==> src/rtl/bp_be_dcache_wbuf_nentry.sv <==
// N-entry dcache write buffer: holds committed stores for the data array, forwards byte-merged
// data to younger loads, and flags snoop hits. Define BP_BE_DCACHE_WBUF_COALESCE_EN to merge same-word stores.
module bp_be_dcache_wbuf_nentry #(
  parameter int data_width_p  = 64,
  parameter int paddr_width_p = 40,
  parameter int ways_p        = 8,
  parameter int sets_p        = 64,
  parameter int els_p         = 4,
  localparam int mask_w_lp    = data_width_p / 8,
  localparam int way_w_lp     = $clog2(ways_p),
  localparam int index_w_lp   = $clog2(sets_p),
  localparam int entry_w_lp   = paddr_width_p + way_w_lp + data_width_p + mask_w_lp
) (
  input  logic                     clk_i,
  input  logic                     reset_i,
  input  logic                     v_i,
  input  logic [entry_w_lp-1:0]    wbuf_entry_i,
  output logic                     ready_o,
  output logic                     v_o,
  output logic [entry_w_lp-1:0]    wbuf_entry_o,
  input  logic                     yumi_i,
  output logic                     empty_o,
  output logic                     full_o,
  input  logic                     bypass_v_i,
  input  logic [paddr_width_p-1:0] bypass_addr_i,
  output logic [data_width_p-1:0]  bypass_data_o,
  output logic [mask_w_lp-1:0]     bypass_mask_o,
  output logic                     tag_hit_o,
  input  logic [index_w_lp-1:0]    lce_snoop_index_i,
  input  logic [way_w_lp-1:0]      lce_snoop_way_i,
  output logic                     lce_snoop_match_o
);

  localparam int byte_off_lp  = $clog2(mask_w_lp);
  localparam int blk_off_lp   = byte_off_lp + way_w_lp;
  localparam int word_w_lp    = paddr_width_p - byte_off_lp;
  localparam int ptr_w_lp     = (els_p > 1) ? $clog2(els_p) : 1;
  localparam int cnt_w_lp     = $clog2(els_p + 1);
  localparam int data_lsb_lp  = mask_w_lp;
  localparam int way_lsb_lp   = data_lsb_lp + data_width_p;
  localparam int paddr_lsb_lp = way_lsb_lp + way_w_lp;

  // Entry layout, LSB first: mask, data, way_id, paddr.
  function automatic logic [word_w_lp-1:0] word_of(input logic [entry_w_lp-1:0] e);
    return e[paddr_lsb_lp+byte_off_lp +: word_w_lp];
  endfunction

  function automatic logic [index_w_lp-1:0] index_of(input logic [entry_w_lp-1:0] e);
    return e[paddr_lsb_lp+blk_off_lp +: index_w_lp];
  endfunction

  function automatic logic [way_w_lp-1:0] way_of(input logic [entry_w_lp-1:0] e);
    return e[way_lsb_lp +: way_w_lp];
  endfunction

  function automatic logic [data_width_p-1:0] overlay(input logic [data_width_p-1:0] base,
                                                      input logic [entry_w_lp-1:0]   e);
    logic [data_width_p-1:0] r;
    r = base;
    for (int b = 0; b < mask_w_lp; b++)
      if (e[b]) r[8*b +: 8] = e[data_lsb_lp+8*b +: 8];
    return r;
  endfunction

  function automatic logic [ptr_w_lp-1:0] ptr_inc(input logic [ptr_w_lp-1:0] p);
    return (p == ptr_w_lp'(els_p-1)) ? '0 : p + ptr_w_lp'(1);
  endfunction

  logic [entry_w_lp-1:0]   mem_q [els_p];
  logic [entry_w_lp-1:0]   mem_d [els_p];
  logic [ptr_w_lp-1:0]     rptr_q, rptr_d, wptr_q, wptr_d, tail_idx, scan_idx;
  logic [cnt_w_lp-1:0]     count_q, count_d;
  logic [data_width_p-1:0] bypass_data_q, bypass_data_d, hit_data;
  logic [mask_w_lp-1:0]    bypass_mask_q, bypass_mask_d, hit_mask;
  logic                    pass, deq, enq, coal, hit_any, snoop_any;
  logic [word_w_lp-1:0]    bypass_word;
  logic                    unused_addr_bits;

  assign unused_addr_bits = ^bypass_addr_i[byte_off_lp-1:0];
  assign bypass_word      = bypass_addr_i[paddr_width_p-1:byte_off_lp];

  assign empty_o       = (count_q == '0);
  assign full_o        = (count_q == cnt_w_lp'(els_p));
  assign ready_o       = ~full_o;
  assign v_o           = ~empty_o | v_i;
  assign wbuf_entry_o  = empty_o ? wbuf_entry_i : mem_q[rptr_q];
  assign tail_idx      = (wptr_q == '0) ? ptr_w_lp'(els_p-1) : wptr_q - ptr_w_lp'(1);
  assign bypass_data_o = bypass_data_q;
  assign bypass_mask_o = bypass_mask_q;
  assign tag_hit_o     = bypass_v_i & hit_any;
  assign lce_snoop_match_o = snoop_any;

`ifdef BP_BE_DCACHE_WBUF_COALESCE_EN
  // Merging into an entry that leaves this cycle would lose the new bytes.
  assign coal = v_i & ~empty_o
              & (word_of(mem_q[tail_idx]) == word_of(wbuf_entry_i))
              & (way_of(mem_q[tail_idx]) == way_of(wbuf_entry_i))
              & ~((count_q == cnt_w_lp'(1)) & yumi_i);
`else
  assign coal = 1'b0;
`endif

  assign pass = empty_o & v_i & yumi_i;
  assign deq  = yumi_i & ~empty_o;
  assign enq  = v_i & ~pass & ~coal;

  always_comb begin
    mem_d  = mem_q;
    rptr_d = rptr_q;
    wptr_d = wptr_q;
    if (enq) begin
      mem_d[wptr_q] = wbuf_entry_i;
      wptr_d        = ptr_inc(wptr_q);
    end
    if (coal) begin
      mem_d[tail_idx][data_lsb_lp +: data_width_p] =
        overlay(mem_q[tail_idx][data_lsb_lp +: data_width_p], wbuf_entry_i);
      mem_d[tail_idx][mask_w_lp-1:0] = mem_q[tail_idx][mask_w_lp-1:0] | wbuf_entry_i[mask_w_lp-1:0];
    end
    if (deq) rptr_d = ptr_inc(rptr_q);
    count_d = count_q + cnt_w_lp'(enq) - cnt_w_lp'(deq);
  end

  // Walk oldest to youngest so later overlays win; the incoming store is youngest of all.
  always_comb begin
    hit_data  = '0;
    hit_mask  = '0;
    hit_any   = 1'b0;
    snoop_any = 1'b0;
    scan_idx  = rptr_q;
    for (int k = 0; k < els_p; k++) begin
      if (cnt_w_lp'(k) < count_q) begin
        if (word_of(mem_q[scan_idx]) == bypass_word) begin
          hit_any  = 1'b1;
          hit_mask = hit_mask | mem_q[scan_idx][mask_w_lp-1:0];
          hit_data = overlay(hit_data, mem_q[scan_idx]);
        end
        if ((index_of(mem_q[scan_idx]) == lce_snoop_index_i) && (way_of(mem_q[scan_idx]) == lce_snoop_way_i))
          snoop_any = 1'b1;
      end
      scan_idx = ptr_inc(scan_idx);
    end
    if (v_i) begin
      if (word_of(wbuf_entry_i) == bypass_word) begin
        hit_any  = 1'b1;
        hit_mask = hit_mask | wbuf_entry_i[mask_w_lp-1:0];
        hit_data = overlay(hit_data, wbuf_entry_i);
      end
      if ((index_of(wbuf_entry_i) == lce_snoop_index_i) && (way_of(wbuf_entry_i) == lce_snoop_way_i))
        snoop_any = 1'b1;
    end
    bypass_data_d = bypass_v_i ? hit_data : bypass_data_q;
    bypass_mask_d = bypass_v_i ? hit_mask : bypass_mask_q;
  end

  always_ff @(posedge clk_i) begin
    if (reset_i) begin
      count_q       <= '0;
      rptr_q        <= '0;
      wptr_q        <= '0;
      bypass_data_q <= '0;
      bypass_mask_q <= '0;
    end else begin
      count_q       <= count_d;
      rptr_q        <= rptr_d;
      wptr_q        <= wptr_d;
      bypass_data_q <= bypass_data_d;
      bypass_mask_q <= bypass_mask_d;
    end
  end

  // Entry storage is never reset; count alone defines validity.
  always_ff @(posedge clk_i) begin
    mem_q <= mem_d;
  end

endmodule
==> config.mk <==
export PLATFORM = sky130hd
export DESIGN_NAME = bp_be_dcache_wbuf_nentry
export DESIGN_NICKNAME = d
export VERILOG_FILES = /design/src/rtl/bp_be_dcache_wbuf_nentry.sv
export SDC_FILE = /design/constraint.sdc
export NUM_CORES = 1
export LEC_CHECK = 0
export ABC_CLOCK_PERIOD_IN_PS = 5500
export BUFFER_PORTS_ARGS = -buffer_cell sky130_fd_sc_hd__buf_4
export CORE_ASPECT_RATIO = 0.9
export CORE_MARGIN = 5
export CORE_UTILIZATION = 45
export DETAILED_ROUTE_END_ITERATION = 8
export SETUP_SLACK_MARGIN = 0.5
export SKIP_LAST_GASP = 1
export SYNTH_ARGS = -nofsm -noshare
export SYNTH_HDL_FRONTEND = slang
export SYNTH_SLANG_ARGS = --single-unit
==> constraint.sdc <==
create_clock -name clk_i -period 5.5 [get_ports clk_i]
set_input_delay 0 -clock clk_i [delete_from_list [all_inputs] [get_ports clk_i]]
set_output_delay 0 -clock clk_i [all_outputs]
set_load 0.02 [all_outputs]
== Word-level counts from Yosys, hierarchy flattened ==
Index checks and enable logic that the tools add are counted.

* Input port bits: 169
* Bits in latches: 0
* ROM bits: 0
* Register bits: 539
* Memories kept: 0
* Logic and storage cells: 170
* Bits in writable memories: 0

* Reduce and logical (&&, ||, !) cells: 7
* Magnitude comparators: 10
* Shifts and indexed selects: 0
* Equality and inequality tests: 20
* Bitwise logic cells: 18
* Divide/modulo/power cells: 0
* Muxes and demuxes: 100
* Add/subtract/negate cells: 6
* $mul: 0

{| class="wikitable"
|+ Operators by type and width
! cell !! number
|-
| 2-to-1 mux 115 bit || 10
|-
| binary-select mux 115 bit (select 2 bit) || 4
|-
| 2-to-1 mux 64 bit || 10
|-
| bitwise mux 460 bit || 1
|-
| 2-to-1 mux 8 bit || 50
|-
| demux 115 bit (select 2 bit) || 1
|-
| equality test 37 bit || 5
|-
| bitwise OR 8 bit || 4
|-
| equality test 6 bit || 5
|-
| 2-to-1 mux 1 bit || 20
|-
| equality test 3 bit || 5
|-
| greater-or-equal comparator 3 bit, second input constant || 5
|-
| inverter 2 -> 3 bit || 5
|-
| adder 2 x 1 -> 2 bit, second input constant || 4
|-
| equality test 2 bit, second input constant || 4
|-
| 2-to-1 mux 2 bit || 4
|-
| logical AND 1 bit || 6
|-
| < comparator 1 x 3 -> 1 bit, first input constant || 2
|-
| < comparator 2 x 3 -> 1 bit, first input constant || 2
|-
| AND 1 bit || 5
|-
| adder 3 x 1 -> 3 bit || 1
|-
| equality test 3 bit, second input constant || 1
|-
| zero test 3 bit || 1
|-
| < comparator 3 x 1 -> 1 bit, second input constant || 1
|-
| 3 further kinds || 5
|}

== Longest topological paths before layout ==
* Word-level depth: 19
* Mapped depth: 19

== Worst setup path before layout ==
Ideal clock, no wire load.

* Kind: register -> register
* Start: register count_q[1]
* End: register mem_q[0] in the netlist's numbering (enable)
* Arrival time: 3.334 ns
* Clock period less this slack: 3.822 ns
* Setup time: 0.488 ns
* Setup slack: 1.678 ns
* Path buffers: 0
* Stages on the path, launching flop included: 4
* Data required time: 5.012 ns
* Cell sequence: dfxtp_1 -> nor3_1 -> nand2_1 -> and3_1

* Word-level cells in the longest chain between the ends: 5

{| class="wikitable"
|+ RTL lines
! item !! line !! RTL
|-
| start, declared || 72 || <nowiki>logic [cnt_w_lp-1:0] count_q, count_d;</nowiki>
|-
| start signal, assigned || 164 || <nowiki>count_q <= count_d;</nowiki>
|-
| zero test 3 bit || 82 || <nowiki>assign empty_o = (count_q == '0);</nowiki>
|-
| AND 1 bit (2 in a row) || 103 || <nowiki>assign pass = empty_o & v_i & yumi_i;</nowiki>
|-
| inverter 1 bit || 105 || <nowiki>assign enq = v_i & ~pass & ~coal;</nowiki>
|-
| AND 1 bit || 105 ||
|-
| end signal, assigned || 174 || <nowiki>mem_q <= mem_d;</nowiki>
|-
| end, declared || 69 || <nowiki>logic [entry_w_lp-1:0] mem_q [els_p];</nowiki>
|}

No other way between the ends.
A chain may end at the register's enable or synchronous reset.

== Worst setup path after layout ==
* Start: register rptr_q[0]
* End: output port tag_hit_o

* Word-level cells in the longest chain between the ends: 16
* Elaborated cells on any way between the ends: 40
* Classes of those cells: add/sub: 3; eq/ne: 7; mux: 25; bitwise: 5

{| class="wikitable"
|+ RTL lines
! item !! line !! RTL
|-
| start, declared || 71 || <nowiki>logic [ptr_w_lp-1:0] rptr_q, rptr_d, wptr_q, wptr_d, tail_idx, scan_idx;</nowiki>
|-
| start signal, assigned || 165 || <nowiki>rptr_q <= rptr_d;</nowiki>
|-
| adder 2 x 1 -> 2 bit, or another cell as far along || 66 || <nowiki>return (p == ptr_w_lp'(els_p-1)) ? '0 : p + ptr_w_lp'(1);</nowiki>
|-
| 2-to-1 mux 2 bit or binary-select mux 115 bit (select 2 bit) (tied branches) || 66, 133 ||
|-
| adder 2 x 1 -> 2 bit, or another cell as far along || 66 ||
|-
| 2-to-1 mux 2 bit, or another cell as far along || 66 ||
|-
| adder 2 x 1 -> 2 bit, or another cell as far along || 66 ||
|-
| 2-to-1 mux 2 bit, or another cell as far along || 66 ||
|-
| inverter 2 -> 3 bit (implied by the code), or another cell as far along || 133 || <nowiki>if (word_of(mem_q[scan_idx]) == bypass_word) begin</nowiki>
|-
| binary-select mux 115 bit (select 2 bit), or another cell as far along || 133 ||
|-
| 2-to-1 mux 115 bit, or another cell as far along || -- ||
|-
| 2-to-1 mux 115 bit or 2-to-1 mux 1 bit (tied branches) || -- ||
|-
| equality test 37 bit or 2-to-1 mux 1 bit (tied branches) || 133, 132 ||
|-
| 2-to-1 mux 1 bit || 133 ||
|-
| 2-to-1 mux 1 bit (*) || 132 || <nowiki>if (cnt_w_lp'(k) < count_q) begin</nowiki>
|-
| 2-to-1 mux 1 bit || 144 || <nowiki>if (word_of(wbuf_entry_i) == bypass_word) begin</nowiki>
|-
| 2-to-1 mux 1 bit (*) || 143 || <nowiki>if (v_i) begin</nowiki>
|-
| AND 1 bit (*) || 90 || <nowiki>assign tag_hit_o = bypass_v_i & hit_any;</nowiki>
|-
| end, declared || 28 || <nowiki>output logic tag_hit_o,</nowiki>
|}

Every way passes the cells marked *; elsewhere a longest branch is shown, timed or not. The select of a mux whose other input is x is not followed.

==> results.cfg <==
[drt]
vias_per_cell = 6.20
routed_wirelength_um = 129000
drc_errors = 0
ant_nets = 0
vias = 29800
drt-initial-drc-count = 3204
wl_per_cell_um = 26.9
firstDrtPassIters = 6

[sta]
slew_violations = 0
hold_viol_final = 0
fin_skew_ns = 0.0373
grt_setup_unrepaired = true
tns_ns = 0
min_period_ns = 4.97
period_share_pct = 90.3
max_freq_mhz = 201
finalSetupViolCount = 0
tightest_slew_ns = 1.19
slew_headroom_pct = 19.8

[worst_hold_path]
min_path_type = input port to register
min_from = wbuf_entry_i[67]

[status]
status = complete, no violations

[worst_setup_path]
end_kind = output port
cp-endpoint = tag_hit_o
critPathLaunch = rptr_q[0]$_SDFFE_PP0P_
regToRegSetupSlack_ns = 0.59
r2r_start = rptr_q[0]$_SDFFE_PP0P_
r2r-end = bypass_data_o[17]$_SDFFE_PP0P_
path_max_fanout = 34
reg2reg_depth = 13
critical_path_class = register to output port
critical_path_arrival_ns = 4.97
worstPathRequired_ns = 5.50
cp-start-kind = register

[logic_synthesis]
async_flop_share_pct = 0
synth_area_um2 = 35600
synthCells = 3371
synth_fp_nets = 3550
synth_seq_area_share_pct = 43.3
ys_ff_latch = 539
synth_ff_type = edfxtp_1
ys_warn_count = 0
synth.avg_cell_area_um2 = 10.6
ys_types = 88
synth_edf_count = 460

[place]
dp_hpwl_um = 87500
port_buffers = 358
routabilityCongestion = 1.01

[global_route]
grt_usage_pct = 28.9
grt_pass1_wl_um = 187000
overflow = 0
grt_max_degree = 157
grt_pass1_vias = 28100
grt_antenna_before_repair = 9

[floorplan]
die-area_um2 = 84800
die_w_um = 306
die_h_um = 277
row_count = 97
coreArea_um2 = 78200
start_util_pct = 45.5
io_pins = 362

[final_layout]
multi_input_area_um2 = 18800
fin_util_pct = 54.4
fill_cells = 6903
layout-drive-gt1-share_pct = 22.7
syn2layout_area_growth_pct = 19.6
seqCellArea_um2 = 15400
nets = 3894

[clocking]
cts_max_level = 2
cts_num_sinks = 539
insertion_delay_ns = 0.65
numCtsBuffers = 61
cts_root_buf = clkbuf_16
cts_tree = done
clk_path_buf_depth = 3
clk_pin_slew_ns = 0.06

[power_and_ir_drop]
power.density_nw_per_um2 = 450
switchingPower_mw = 8.01
ir_drop_uv = 357
combPwrFrac_pct = 50.7
seq_power_share_pct = 26.3
p_sw_share_pct = 41.8
clkPwrFrac_pct = 23.1
p_int_mw = 11.1
power_leakage_nw = 15.3

[run]
cap_violations = 0
-- power by group through the flow --
stage	combinational, mW	clock (mW)	sequential [mW]
3_3_place_gp	9.36	0	5.09
4_1_cts	9.51	4.47	5.02
2_1_floorplan	6.47	0	5.05
6_report	9.70	4.42	5.03
5_1_grt	10.3	4.63	5.06
3_5_place_dp	9.38	0	5.10
-- worst min-delay path by stage --
stage | endpoint | cells after the start | slack (ns)
floorplan | mem_q[0]$_DFFE_PP_ | 0 | 0.1
global placement | mem_q[190]$_DFFE_PP_ | 1 | 0.21
detailed placement | mem_q[76]$_DFFE_PP_ | 1 | 0.21
CTS | mem_q[141]$_DFFE_PP_ | 2 | 0.07
global route | mem_q[297]$_DFFE_PP_ | 2 | 0.11
finish | mem_q[297]$_DFFE_PP_ | 2 | 0.12
-- per-stage QoR --
step / area [um2] / cells / hold WS (ns) / worst slack (ns) / total power [mW]
4_1_cts: 42400 / 4804 / 0.0748 / 0.542 / 19.0
6_report: 42600 / 4809 / 0.116 / 0.534 / 19.1
2_1_floorplan: 35600 / 3371 / 0.0989 / 1.68 / 11.5
3_3_place_gp: 39000 / 4568 / 0.213 / 0.592 / 14.5
5_1_grt: 42600 / 4808 / 0.110 / 0.493 / 20.0
3_5_place_dp: 39000 / 4568 / 0.214 / 0.554 / 14.5
-- Yosys cell counts (8+ instances only) --
cell type / instances / area, um2
a211o_1: 10 / 87.6
a211oi_1: 47 / 353
a21o_1: 37 / 278
a21oi_1: 171 / 856
a221o_1: 11 / 110
a22o_1: 17 / 149
a22oi_1: 16 / 120
a31oi_1: 52 / 325
and3_1: 19 / 119
and4_1: 17 / 149
buf_1: 35 / 131
buf_2: 56 / 280
buf_4: 13 / 97.6
buf_6: 19 / 214
clkbuf_1: 141 / 529
dfxtp_1: 79 / 1580
edfxtp_1: 460 / 13800
ha_1: 9 / 113
inv_1: 59 / 221
mux2_2: 161 / 1810
mux2i_1: 273 / 2730
mux4_2: 123 / 2770
nand2_1: 516 / 1940
nand3_1: 51 / 255
nand4_1: 26 / 163
nor2_1: 146 / 548
nor2b_1: 33 / 206
nor3_1: 23 / 115
nor4_1: 34 / 213
o211ai_1: 24 / 180
o21ai_0: 194 / 971
o21ai_1: 43 / 215
o221ai_1: 28 / 245
o22ai_1: 41 / 257
o2bb2ai_1: 19 / 166
or4_1: 8 / 60.1
xnor2_1: 132 / 1160
xor2_1: 108 / 946
-- layout by cell type, fill, tap and decap left out, drive strengths merged, types with 10 or more instances in the layout --
| cell type | instances |
|---|---|
| a2111oi | 10 |
| a211o | 10 |
| a211oi | 47 |
| a21o | 37 |
| a21oi | 171 |
| a221o | 11 |
| a22o | 17 |
| a22oi | 16 |
| a31oi | 52 |
| and3 | 19 |
| and4 | 17 |
| buf | 423 |
| bufinv | 10 |
| clkbuf | 78 |
| clkinv | 22 |
| dfxtp | 79 |
| dlygate4sd3 | 120 |
| edfxtp | 460 |
| inv | 62 |
| mux2 | 163 |
| mux2i | 275 |
| mux4 | 123 |
| nand2 | 517 |
| nand3 | 51 |
| nand4 | 26 |
| nor2 | 148 |
| nor2b | 33 |
| nor3 | 27 |
| nor4 | 34 |
| o211ai | 24 |
| o21ai | 238 |
| o221ai | 28 |
| o22ai | 41 |
| o2bb2ai | 19 |
| xnor2 | 133 |
| xor2 | 109 |
-- layout make-up --
| type | count | area share, % |
|---|---|---|
| multi-input combinational | 2507 | 44.3 |
| clock inverter | 40 | 1.18 |
| tap | 1039 | 3.05 |
| antenna | 2 | 0.0118 |
| timing repair buffer | 545 | 10.8 |
| clock buffer | 76 | 3.94 |
| inverter | 61 | 0.538 |
| sequential | 539 | 36.2 |
-- layer usage --
layer	share of wire (%)	global-route usage [%]	wire (um)
met1	42	41.1	54600
met2	43	42.8	55700
met3	12	9.25	15200
met4	3.0	8.09	3860
met5	0.053	0	68
-- registers in the layout, indices dropped and copies added (netlist names) --
| name | cells |
|---|---|
| mem_q | 460 |
| wptr_q | 2 |
| bypass_mask_o | 8 |
| count_q | 3 |
| rptr_q | 2 |
| bypass_data_o | 64 |
-- worst max-delay path, cell delays in order, from the launching register on --
cell and delay, ns:
dfxtp_4 0.42, ha_4 0.46, buf_6 0.37, inv_2 0.31, mux2_2 0.36, xnor2_1 0.49, nand4_1 0.17, nor4_1 0.59
and4_1 0.32, buf_4 0.28, or4_1 0.17, o21a_1 0.17, buf_4 0.16
-- cell families (layout without fill, tap and decap cells) --
group                      count (synthesis)  count (layout)  share of synthesized area [%]
AOI/OAI and AO/OA                        780             780                           13.9
xor gates and xnor gates                 242             242                           6.00
adders and majority gates                 10              10                          0.373
buffers and inverters                    325             722                           4.16
DFF                                      539             539                           43.3
muxes                                    561             561                           20.7
other                                      0               2                              0
and+or+nand+nor                          914             914                           11.5
-- timing repair --
item                                    4_1_cts  5_1_grt
pin swaps                                     0        1
endpoints found under the hold margin       539        0
gates cloned                                  0        2
endpoints found under the setup margin        1       66
hold buffers                                120        0
setup buffers                                 0        1
resized for setup                             6       16
Power figures use the tool's default switching activity.
